===== src/rtl/am2940_seq_ctrl.sv =====
// AM2940 instruction decoder and transfer sequencer: owns CR/AR/AC/WR/WC,
// steps the counters while running and flags end-of-transfer per mode.
module am2940_seq_ctrl #(
  parameter int DW = 8
) (
  input  logic          clk,
  input  logic          rst_n,
  input  logic [2:0]    instr,
  input  logic          instr_vld,
  input  logic [DW-1:0] din,
  input  logic          cnt_en,
  output logic [DW-1:0] addr,
  output logic [DW-1:0] dout,
  output logic          dout_vld,
  output logic          done,
  output logic          aco,
  output logic          running,
  output logic [1:0]    state_o
);

  localparam logic [1:0] S_IDLE = 2'd0;
  localparam logic [1:0] S_RUN  = 2'd1;
  localparam logic [1:0] S_DONE = 2'd2;

  localparam logic [2:0] I_WRCR = 3'd0;
  localparam logic [2:0] I_RDCR = 3'd1;
  localparam logic [2:0] I_RDWC = 3'd2;
  localparam logic [2:0] I_RDAC = 3'd3;
  localparam logic [2:0] I_REIN = 3'd4;
  localparam logic [2:0] I_LDAD = 3'd5;
  localparam logic [2:0] I_LDWC = 3'd6;
  localparam logic [2:0] I_ENCT = 3'd7;

  logic [2:0]    cr_q, cr_d;
  logic [DW-1:0] ar_q, ar_d, ac_q, ac_d, wr_q, wr_d, wc_q, wc_d;
  logic [DW-1:0] dout_q, dout_d;
  logic [1:0]    state_q, state_d;
  logic          dout_vld_q, dout_vld_d, done_q, done_d, aco_q, aco_d;

  logic [1:0]    mode;
  logic          wr_cls, ac_wrap, step_hit, cur_hit, reload;
  logic [DW-1:0] ac_step, wc_step;

  // Termination test for the programmed mode on a given AC/WC pair.
  function automatic logic hit(input logic [1:0] m, input logic [DW-1:0] ac,
                               input logic [DW-1:0] wc, input logic [DW-1:0] wr);
    case (m)
      2'b01:   hit = (wc == wr);
      2'b11:   hit = (ac == wr);
      default: hit = (wc == '0);
    endcase
  endfunction

  assign mode   = cr_q[1:0];
  assign wr_cls = instr_vld && (instr == I_WRCR || instr == I_REIN ||
                                instr == I_LDAD || instr == I_LDWC);

  always_comb begin
    ac_step = cr_q[2] ? ac_q - 1'b1 : ac_q + 1'b1;
    ac_wrap = cr_q[2] ? (ac_q == '0) : (ac_q == '1);
    case (mode)
      2'b01:   wc_step = wc_q + 1'b1;
      2'b11:   wc_step = wc_q;
      default: wc_step = wc_q - 1'b1;
    endcase
    step_hit = hit(mode, ac_step, wc_step, wr_q);
    cur_hit  = hit(mode, ac_q, wc_q, wr_q);
  end

  always_comb begin
    cr_d       = cr_q;
    ar_d       = ar_q;
    ac_d       = ac_q;
    wr_d       = wr_q;
    wc_d       = wc_q;
    state_d    = state_q;
    dout_d     = dout_q;
    dout_vld_d = 1'b0;
    aco_d      = 1'b0;
    reload     = 1'b0;
    if (instr_vld) begin
      case (instr)
        I_WRCR: cr_d = din[2:0];
        I_RDCR: begin dout_d = {{(DW-3){1'b1}}, cr_q}; dout_vld_d = 1'b1; end
        I_RDWC: begin dout_d = wc_q; dout_vld_d = 1'b1; end
        I_RDAC: begin dout_d = ac_q; dout_vld_d = 1'b1; end
        I_REIN: begin ac_d = ar_q; wc_d = (mode == 2'b01) ? '0 : wr_q; end
        I_LDAD: begin ar_d = din; ac_d = din; end
        I_LDWC: begin wr_d = din; wc_d = (mode == 2'b01) ? '0 : din; end
        I_ENCT: if (state_q == S_IDLE) state_d = cur_hit ? S_DONE : S_RUN;
        default: ;
      endcase
    end
    if (wr_cls) begin
      state_d = S_IDLE;
    end else if (state_q == S_RUN && cnt_en) begin
      ac_d  = ac_step;
      wc_d  = wc_step;
      aco_d = ac_wrap;
      if (step_hit) begin
        // Auto-reload only with a non-zero word count, else it would spin.
        if (mode == 2'b10 && wr_q != '0) begin
          ac_d   = ar_q;
          wc_d   = wr_q;
          reload = 1'b1;
        end else begin
          state_d = S_DONE;
        end
      end
    end
    done_d = (state_d == S_DONE) || reload;
  end

  always_ff @(posedge clk or negedge rst_n) begin
    if (!rst_n) begin
      cr_q       <= '0;
      ar_q       <= '0;
      ac_q       <= '0;
      wr_q       <= '0;
      wc_q       <= '0;
      state_q    <= S_IDLE;
      dout_q     <= '0;
      dout_vld_q <= 1'b0;
      done_q     <= 1'b0;
      aco_q      <= 1'b0;
    end else begin
      cr_q       <= cr_d;
      ar_q       <= ar_d;
      ac_q       <= ac_d;
      wr_q       <= wr_d;
      wc_q       <= wc_d;
      state_q    <= state_d;
      dout_q     <= dout_d;
      dout_vld_q <= dout_vld_d;
      done_q     <= done_d;
      aco_q      <= aco_d;
    end
  end

  assign addr     = ac_q;
  assign dout     = dout_q;
  assign dout_vld = dout_vld_q;
  assign done     = done_q;
  assign aco      = aco_q;
  assign running  = (state_q == S_RUN);
  assign state_o  = state_q;

endmodule


===== config.mk =====
export PLATFORM = sky130hd
export DESIGN_NAME = am2940_seq_ctrl
export DESIGN_NICKNAME = d
export VERILOG_FILES = /design/src/rtl/am2940_seq_ctrl.sv
export SDC_FILE = /design/constraint.sdc
export NUM_CORES = 1
export LEC_CHECK = 0
export BUFFER_PORTS_ARGS = -buffer_cell sky130_fd_sc_hd__buf_2
export CAP_MARGIN = 40
export CELL_PAD_IN_SITES_DETAIL_PLACEMENT = 1
export CELL_PAD_IN_SITES_GLOBAL_PLACEMENT = 1
export CORE_ASPECT_RATIO = 1.5
export CORE_MARGIN = 2
export CORE_UTILIZATION = 50
export CTS_BUF_LIST = sky130_fd_sc_hd__clkbuf_16
export DETAILED_ROUTE_END_ITERATION = 8
export PLACE_DENSITY = 0.95
export SETUP_SLACK_MARGIN = 0.1
export SYNTH_ARGS = -nofsm -noshare
export SYNTH_HDL_FRONTEND = slang
export SYNTH_SLANG_ARGS = --single-unit

===== constraint.sdc =====
create_clock -name clk -period 7.9 [get_ports clk]
set_input_delay 1.185 -clock clk [delete_from_list [all_inputs] [get_ports clk]]
set_output_delay 1.185 -clock clk [all_outputs]
set_load 0.02 [all_outputs]

==> results of run 1 <==
## flip-flops by register name (all words and copies together), names as in the netlist
register / cells
dout: 8
wc_q: 8
addr: 8
ar_q: 8
wr_q: 8
aco: 1
cr_q: 3
dout_vld: 1
state_o: 2
done: 1
## worst reg2reg max path: stages (launching register included)
cell and delay, ns:
dfrtp_1 0.68, nand2b_1 0.40, clkinv_1 0.42, fa_1 0.56, nor2b_1 0.18, o211ai_1 0.12
a21boi_0 0.24, o21ai_0 0.18, a211oi_1 0.37, and3_1 0.59, o21ai_4 0.17, o31ai_1 0.33
## layout make-up
cell class	instances	area [sq um]	area share (%)
Clock buffer	5	125	2.75
Tap cell	107	134	2.94
Clock inverter	3	15.0	0.330
Inverter	12	45.0	0.991
Timing Repair Buffer	38	208	4.57
Sequential cell	48	1200	26.4
Multi-Input combinational cell	415	2820	62.0
## through the flow
step / power [uW] / utilization [%] / area [sq um] / std cells
6_report: 1780 / 54.7 / 4550 / 628
3_5_place_dp: 1520 / 53.0 / 4410 / 620
2_1_floorplan: 1190 / - / 4210 / 505
4_1_cts: 1740 / 54.7 / 4550 / 628
3_3_place_gp: 1460 / 52.8 / 4390 / 619
5_1_grt: 1870 / 54.7 / 4550 / 628
## power breakdown
part	internal, uW	leakage, uW	switching, uW	total (uW)
registers	314	0.000587	173	487
clock network	115	0.0000687	89.3	204
logic	421	0.00135	665	1090
## synthesized netlist by cell type, types with 3 or more instances
| master | instances |
|---|---|
| a21boi_0 | 4 |
| xnor2_1 | 10 |
| a211oi_1 | 9 |
| nand2b_1 | 7 |
| and3_1 | 15 |
| dfrtp_1 | 48 |
| o21ai_1 | 3 |
| or3_1 | 4 |
| or4_1 | 6 |
| nor2_1 | 38 |
| ha_1 | 13 |
| clkbuf_1 | 13 |
| nor2b_1 | 7 |
| buf_2 | 8 |
| o21ai_0 | 18 |
| or2_2 | 5 |
| nor3b_1 | 4 |
| nand2_1 | 50 |
| and2_1 | 6 |
| mux2_2 | 8 |
| inv_1 | 11 |
| nand3_1 | 12 |
| a2111oi_0 | 3 |
| nor3_1 | 20 |
| a22oi_1 | 5 |
| o2111ai_1 | 5 |
| o31ai_1 | 5 |
| a21oi_1 | 29 |
| nor4_1 | 7 |
| o211ai_1 | 6 |
| a31o_1 | 5 |
| o21bai_1 | 4 |
| a211o_1 | 3 |
| xor2_1 | 9 |
| a21o_1 | 5 |
| nand4_1 | 9 |
| buf_1 | 5 |
| mux2i_1 | 35 |
| nand3b_1 | 4 |
| a31oi_1 | 8 |
## cells by family after synthesis
| family | Yosys count | synth area share (%) |
|---|---|---|
| AND/OR/NAND/NOR | 204 | 25.2 |
| AO/OA/AOI/OAI | 134 | 22.6 |
| flip-flops | 48 | 28.5 |
| multiplexers | 43 | 10.5 |
| buffers and inverters | 42 | 4.52 |
| XOR/XNOR | 19 | 3.95 |
| adder cells (fa/ha/maj) | 15 | 4.81 |
## worst max path at each step
stage,start,end,depth (start not counted)
global route,cr_q[1],wc_q[4],12
floorplan,cr_q[1],addr[2],13
detailed placement,cr_q[1],addr[2],11
CTS,cr_q[1],wc_q[4],11
global placement,cr_q[1],addr[2],12
finish,cr_q[1],wc_q[4],11
## per-layer routing
layer	up-vias	track usage, %
met5	-	0
met4	0	26.9
met3	91	4.79
met2	192	61.8
met1	2175	39.4
li1	1919	-
==> out/results.ini, run 1 <==
[global_route]
grt_max_degree=32
grt_use_total_pct=35.6
grt_overflow=0
antenna_found_initial=0
grt_pass1_wl_microns=25000
first_global_vias=4632

[sta]
slew_violations=0
worst_slew_pin_slew_ns=0.948
final-hold-violation-count=0
fin_crit_sh_pct=55.3
whs_ns=0.522
fin_ws_ns=3.53
finClkSkew_ns=0.00368
setup_viol=0
final.min_clock_period_ns=4.37
max_freq_mhz=229
tns_ns=0
rsz0062_at_grt=no
relSlewSlack_pct=36.6

[min_path]
hold_path.class=reg2reg
worstHoldStart=ar_q[2]
min_to=ar_q[2]
min_path_cells=2

[clocking]
ctsHoldBuffers=0
cts-root-buf=clkbuf_16
cts_tree=yes
post_cts.repair.setup_buffers=0
cts_buffers=5
clock_latency_ns=0.29
clkSlewWorstSetupHoldPaths_ns=0.06
cts_sinks=48
htreeDepth=2
cts-resized-gates=0
cts_buffer_depth=2

[worst_setup_path]
cp_top_family=compound AO/OA/AOI/OAI gates
required_ns=8.06
worst_path_max_delay_cell=dfrtp_1
arrival_ns=4.53
endpoint_kind=register
timing.rr.end=wc_q[4]
reg2reg_from=cr_q[1]
crit_type=reg2reg
critical_path.cell_chain=nand2b_1, clkinv_1, fa_1, nor2b_1, o211ai_1, a21boi_0, o21ai_0, a211oi_1, and3_1, o21ai_4, o31ai_1
r2r_slack_ns=3.53
rr_worst_depth=11
critPathMaxStageDelay_ns=0.68
critPathMaxFanout=16
critPathBufInv=1
startpoint_type=register

[synthesis]
yosys_warnings=0
syn-num-nets=535
synth.avg_cell_area_sq_um=8.34
ys.flop_type=dfrtp_1
ys_seq_area_share_pct=28.5
syn-cell-area_sq_um=4210
synthCells=505
async_flop_share_pct=100
yosys.area.top_type_share_pct=28.5
synth-edff-count=0
yosysTopAreaCell=dfrtp_1
yosys_register_bits=48
synth_top_cells_by_area=dfrtp_1 (29%), mux2i_1 (8.3%), nand2_1 (4.5%), ha_1 (3.9%), a21oi_1 (3.4%)
yosysUniqueCellTypes=71

[route]
dr.pass1.iters=4
routed_wl_microns=15600
remaining_drc_errors=0
ant_nets=0
drt_iter0_drc=280
wl_met2_microns=7700
vias=4377
vias_per_cell=6.97
wire_per_inst_microns=24.8
m1WireLength_microns=5690
top_layer=met4
dr_wl_met3_microns=864

[power_and_ir_drop]
ir_drop_v=0.000238
power_density_nw_per_um2=391
p_leak_uw=0.00201

[die]
core_sq_um=8310
io-pin-count=37
die_w_microns=78.9
initial_core_util_pct=50.7
rows=41
die_h_microns=116
die-area_sq_um=9190

[place]
pre_cts_ws_ns=3.68
finalWeightedCongestion=0.946
dpl.hpwl_microns=11700
port_buffers=36

[layout]
fillers=1029
final_nets=550
area_growth_pct=7.99
drive_above_1_share_pct=13.1
final_cell_mix=nand2_1 (50), dfrtp_1 (48), nor2_1 (38), buf_2 (36), mux2i_1 (35)
n_antenna_cell=0
final_common_cell=nand2_1

[run]
max_cap_viol_count=0

[run_status]
status=finished, final reports clean

(Power assumes the default switching activity.)
==> run 2, diff against run 1 <==
--- a/config.mk
+++ b/config.mk
@@ -11,10 +11,10 @@
 export CELL_PAD_IN_SITES_GLOBAL_PLACEMENT = 1
 export CORE_ASPECT_RATIO = 1.5
 export CORE_MARGIN = 2
-export CORE_UTILIZATION = 50
+export CORE_UTILIZATION = 42
 export CTS_BUF_LIST = sky130_fd_sc_hd__clkbuf_16
 export DETAILED_ROUTE_END_ITERATION = 8
-export PLACE_DENSITY = 0.95
+export PLACE_DENSITY = 0.89
 export SETUP_SLACK_MARGIN = 0.1
 export SYNTH_ARGS = -nofsm -noshare
 export SYNTH_HDL_FRONTEND = slang
==> constraint.sdc (replaced) <==
create_clock -name clk -period 3.6 [get_ports clk]
set_input_delay 0.54 -clock clk [delete_from_list [all_inputs] [get_ports clk]]
set_output_delay 0.54 -clock clk [all_outputs]
set_load 0.02 [all_outputs]
==> out/results.ini, run 2 (synthesis results as in run 1) <==
[worst_setup_path]
critPathMaxStageDelay_ns=0.51  ; -0.17 ns
crit_type=reg2reg
endpoint_kind=register
arrival_ns=3.58  ; -0.95 ns
worst_path_max_delay_cell=dfrtp_2
critPathMaxFanout=9  ; -7
required_ns=3.78  ; -4.28 ns
critical_path.cell_chain=buf_4, ha_4, or4_4, o21bai_1, a211oi_2, mux2i_1, o21bai_1, nor4bb_2, buf_4, o21ai_4, a221o_1
critPathLaunch=cr_q[2]
startpoint_type=register
reg2reg_from=cr_q[2]

[run_status]
status=finished, final reports clean

[global_route]
grt_overflow=0  ; unchanged
grt_pass1_wl_microns=26200  ; +4.6%
grt_max_degree=26  ; -19%
first_global_vias=4892  ; +5.6%
grt_use_total_pct=31.1  ; -4.5 points
antenna_found_initial=0  ; unchanged

[route]
routed_wl_microns=16400  ; +5.0%
vias_per_cell=6.80  ; -2.5%
remaining_drc_errors=0  ; unchanged
wire_per_inst_microns=24.7  ; -0.38%
drt_iter0_drc=252  ; -10%
vias=4500  ; +2.8%
ant_nets=0  ; unchanged
dr.pass1.iters=6  ; +2

[die]
initial_core_util_pct=43.2  ; -7.5 points
rows=44  ; +7.3%
die_w_microns=85.8  ; +8.6%
io-pin-count=37  ; unchanged
die_h_microns=127  ; +8.8%
die-area_sq_um=10900  ; +18%
core_sq_um=9740  ; +17%

[power_and_ir_drop]
power_density_nw_per_um2=867  ; +120%
p_leak_uw=0.00215  ; +7.1%
ir_drop_v=0.000479  ; +100%
total_power_uw=4200  ; +140%

[run]
max_cap_viol_count=0  ; unchanged

[sta]
final-hold-violation-count=0  ; unchanged
worst_slew_pin_slew_ns=0.831  ; -0.117 ns
rsz0062_at_grt=no
finClkSkew_ns=0.00214  ; -0.00154 ns
max_freq_mhz=293  ; +28%
setup_viol=0  ; unchanged
fin_ws_ns=0.192  ; -3.34 ns
slew_violations=0  ; unchanged
whs_ns=0.257  ; -0.265 ns
relSlewSlack_pct=44.2  ; +7.6 points
final.min_clock_period_ns=3.41  ; -0.961 ns
fin_crit_sh_pct=94.7  ; +39 points

[clocking]
cts_buffer_depth=2  ; unchanged
cts_sinks=48  ; unchanged
cts_tree=yes
clkSlewWorstSetupHoldPaths_ns=0.06  ; about the same
clock_latency_ns=0.29  ; about the same
cts_buffers=5  ; unchanged
cts-root-buf=clkbuf_16
htreeDepth=2  ; unchanged

[layout]
final_nets=576  ; +4.7%
final_util_pct=49.7  ; -5.0 points
n_antenna_cell=0  ; unchanged
area_growth_pct=15.0
final_common_cell=nand2_1
final_cell_mix=nand2_1 (50), dfrtp_1 (46), nor2_1 (38), buf_2 (37), mux2i_1 (35)
drive_above_1_share_pct=19.9  ; +6.9 points

[place]
finalWeightedCongestion=0.949  ; +0.30%
dpl.hpwl_microns=12200  ; +4.6%
port_buffers=36  ; unchanged
pre_cts_ws_ns=-0.0488  ; -3.73 ns

[min_path]
hold_path.class=in2async

[run 2: cell types whose count changed in the layout (fill, tap and decap cells not counted), sizes merged]
cell  delta
buf     +26
[run 2: where the power goes]
part           internal, uW  leakage, uW  switching [uW]
clock network           253    0.0000687             204
logic                  1140      0.00150            1660
registers               693     0.000585             251
total                  2090      0.00215            2110
[run 2: worst paths after layout]
kind,end,slack (ns),cells past startpoint
worst max-delay path,addr[2],0.19,11
worst min-delay path,dout[3],0.26,1
worst max register to register,addr[2],0.19,11
worst min register to register,ar_q[2],0.52,2
max in group asynchronous,cr_q[2],2.79,2
min in group clk,ar_q[6],0.51,3
[run 2: per-stage QoR]
step	setup TNS [ns]	cells	instance area (sq um)
floorplan	0	505	4210
detailed placement	-0.0519	650	4590
finish	0	662	4840
CTS	0	658	4740
global route	0	662	4840
global placement	-0.0534	648	4560
[run 2: area by class of cell]
type | instances | area [sq um]
fillers | 1175 | 4900
multi-input cells | 415 | 2900
flip-flops and latches | 48 | 1200
repair buffers | 64 | 408
well taps | 115 | 144
clock buffers | 5 | 125
inverters | 12 | 46.3
clock inverters | 3 | 15.0
[run 2: critical path, delay by kind of cell (launching register included)]
family                   cells  cell delay, ns
AO/OA/AOI/OAI                5            1.18
AND/OR/NAND/NOR              2            0.83
flip-flops                   1            0.51
buffers and inverters        2            0.43
adder cells (fa/ha/maj)      1            0.19
multiplexers                 1            0.16
[run 2: per-layer routing]
layer  part of all wire [%]  vias to the layer above  global-route usage (%)
met4                    9.0                        0                    26.7
met1                     35                     2211                    33.4
met2                     51                      225                    52.9
met5                      0                        -                       0
li1                       -                     1973                       -
met3                    4.9                       91                    3.71
[run 2: what timing repair did]
item | CTS | global route
pin swaps | 0 | 4
gates resized for setup | 4 | 15
hold buffers | 0 | 0
setup endpoints to repair | 15 | 19
buffers inserted | 0 | 4
cloned | 0 | 0
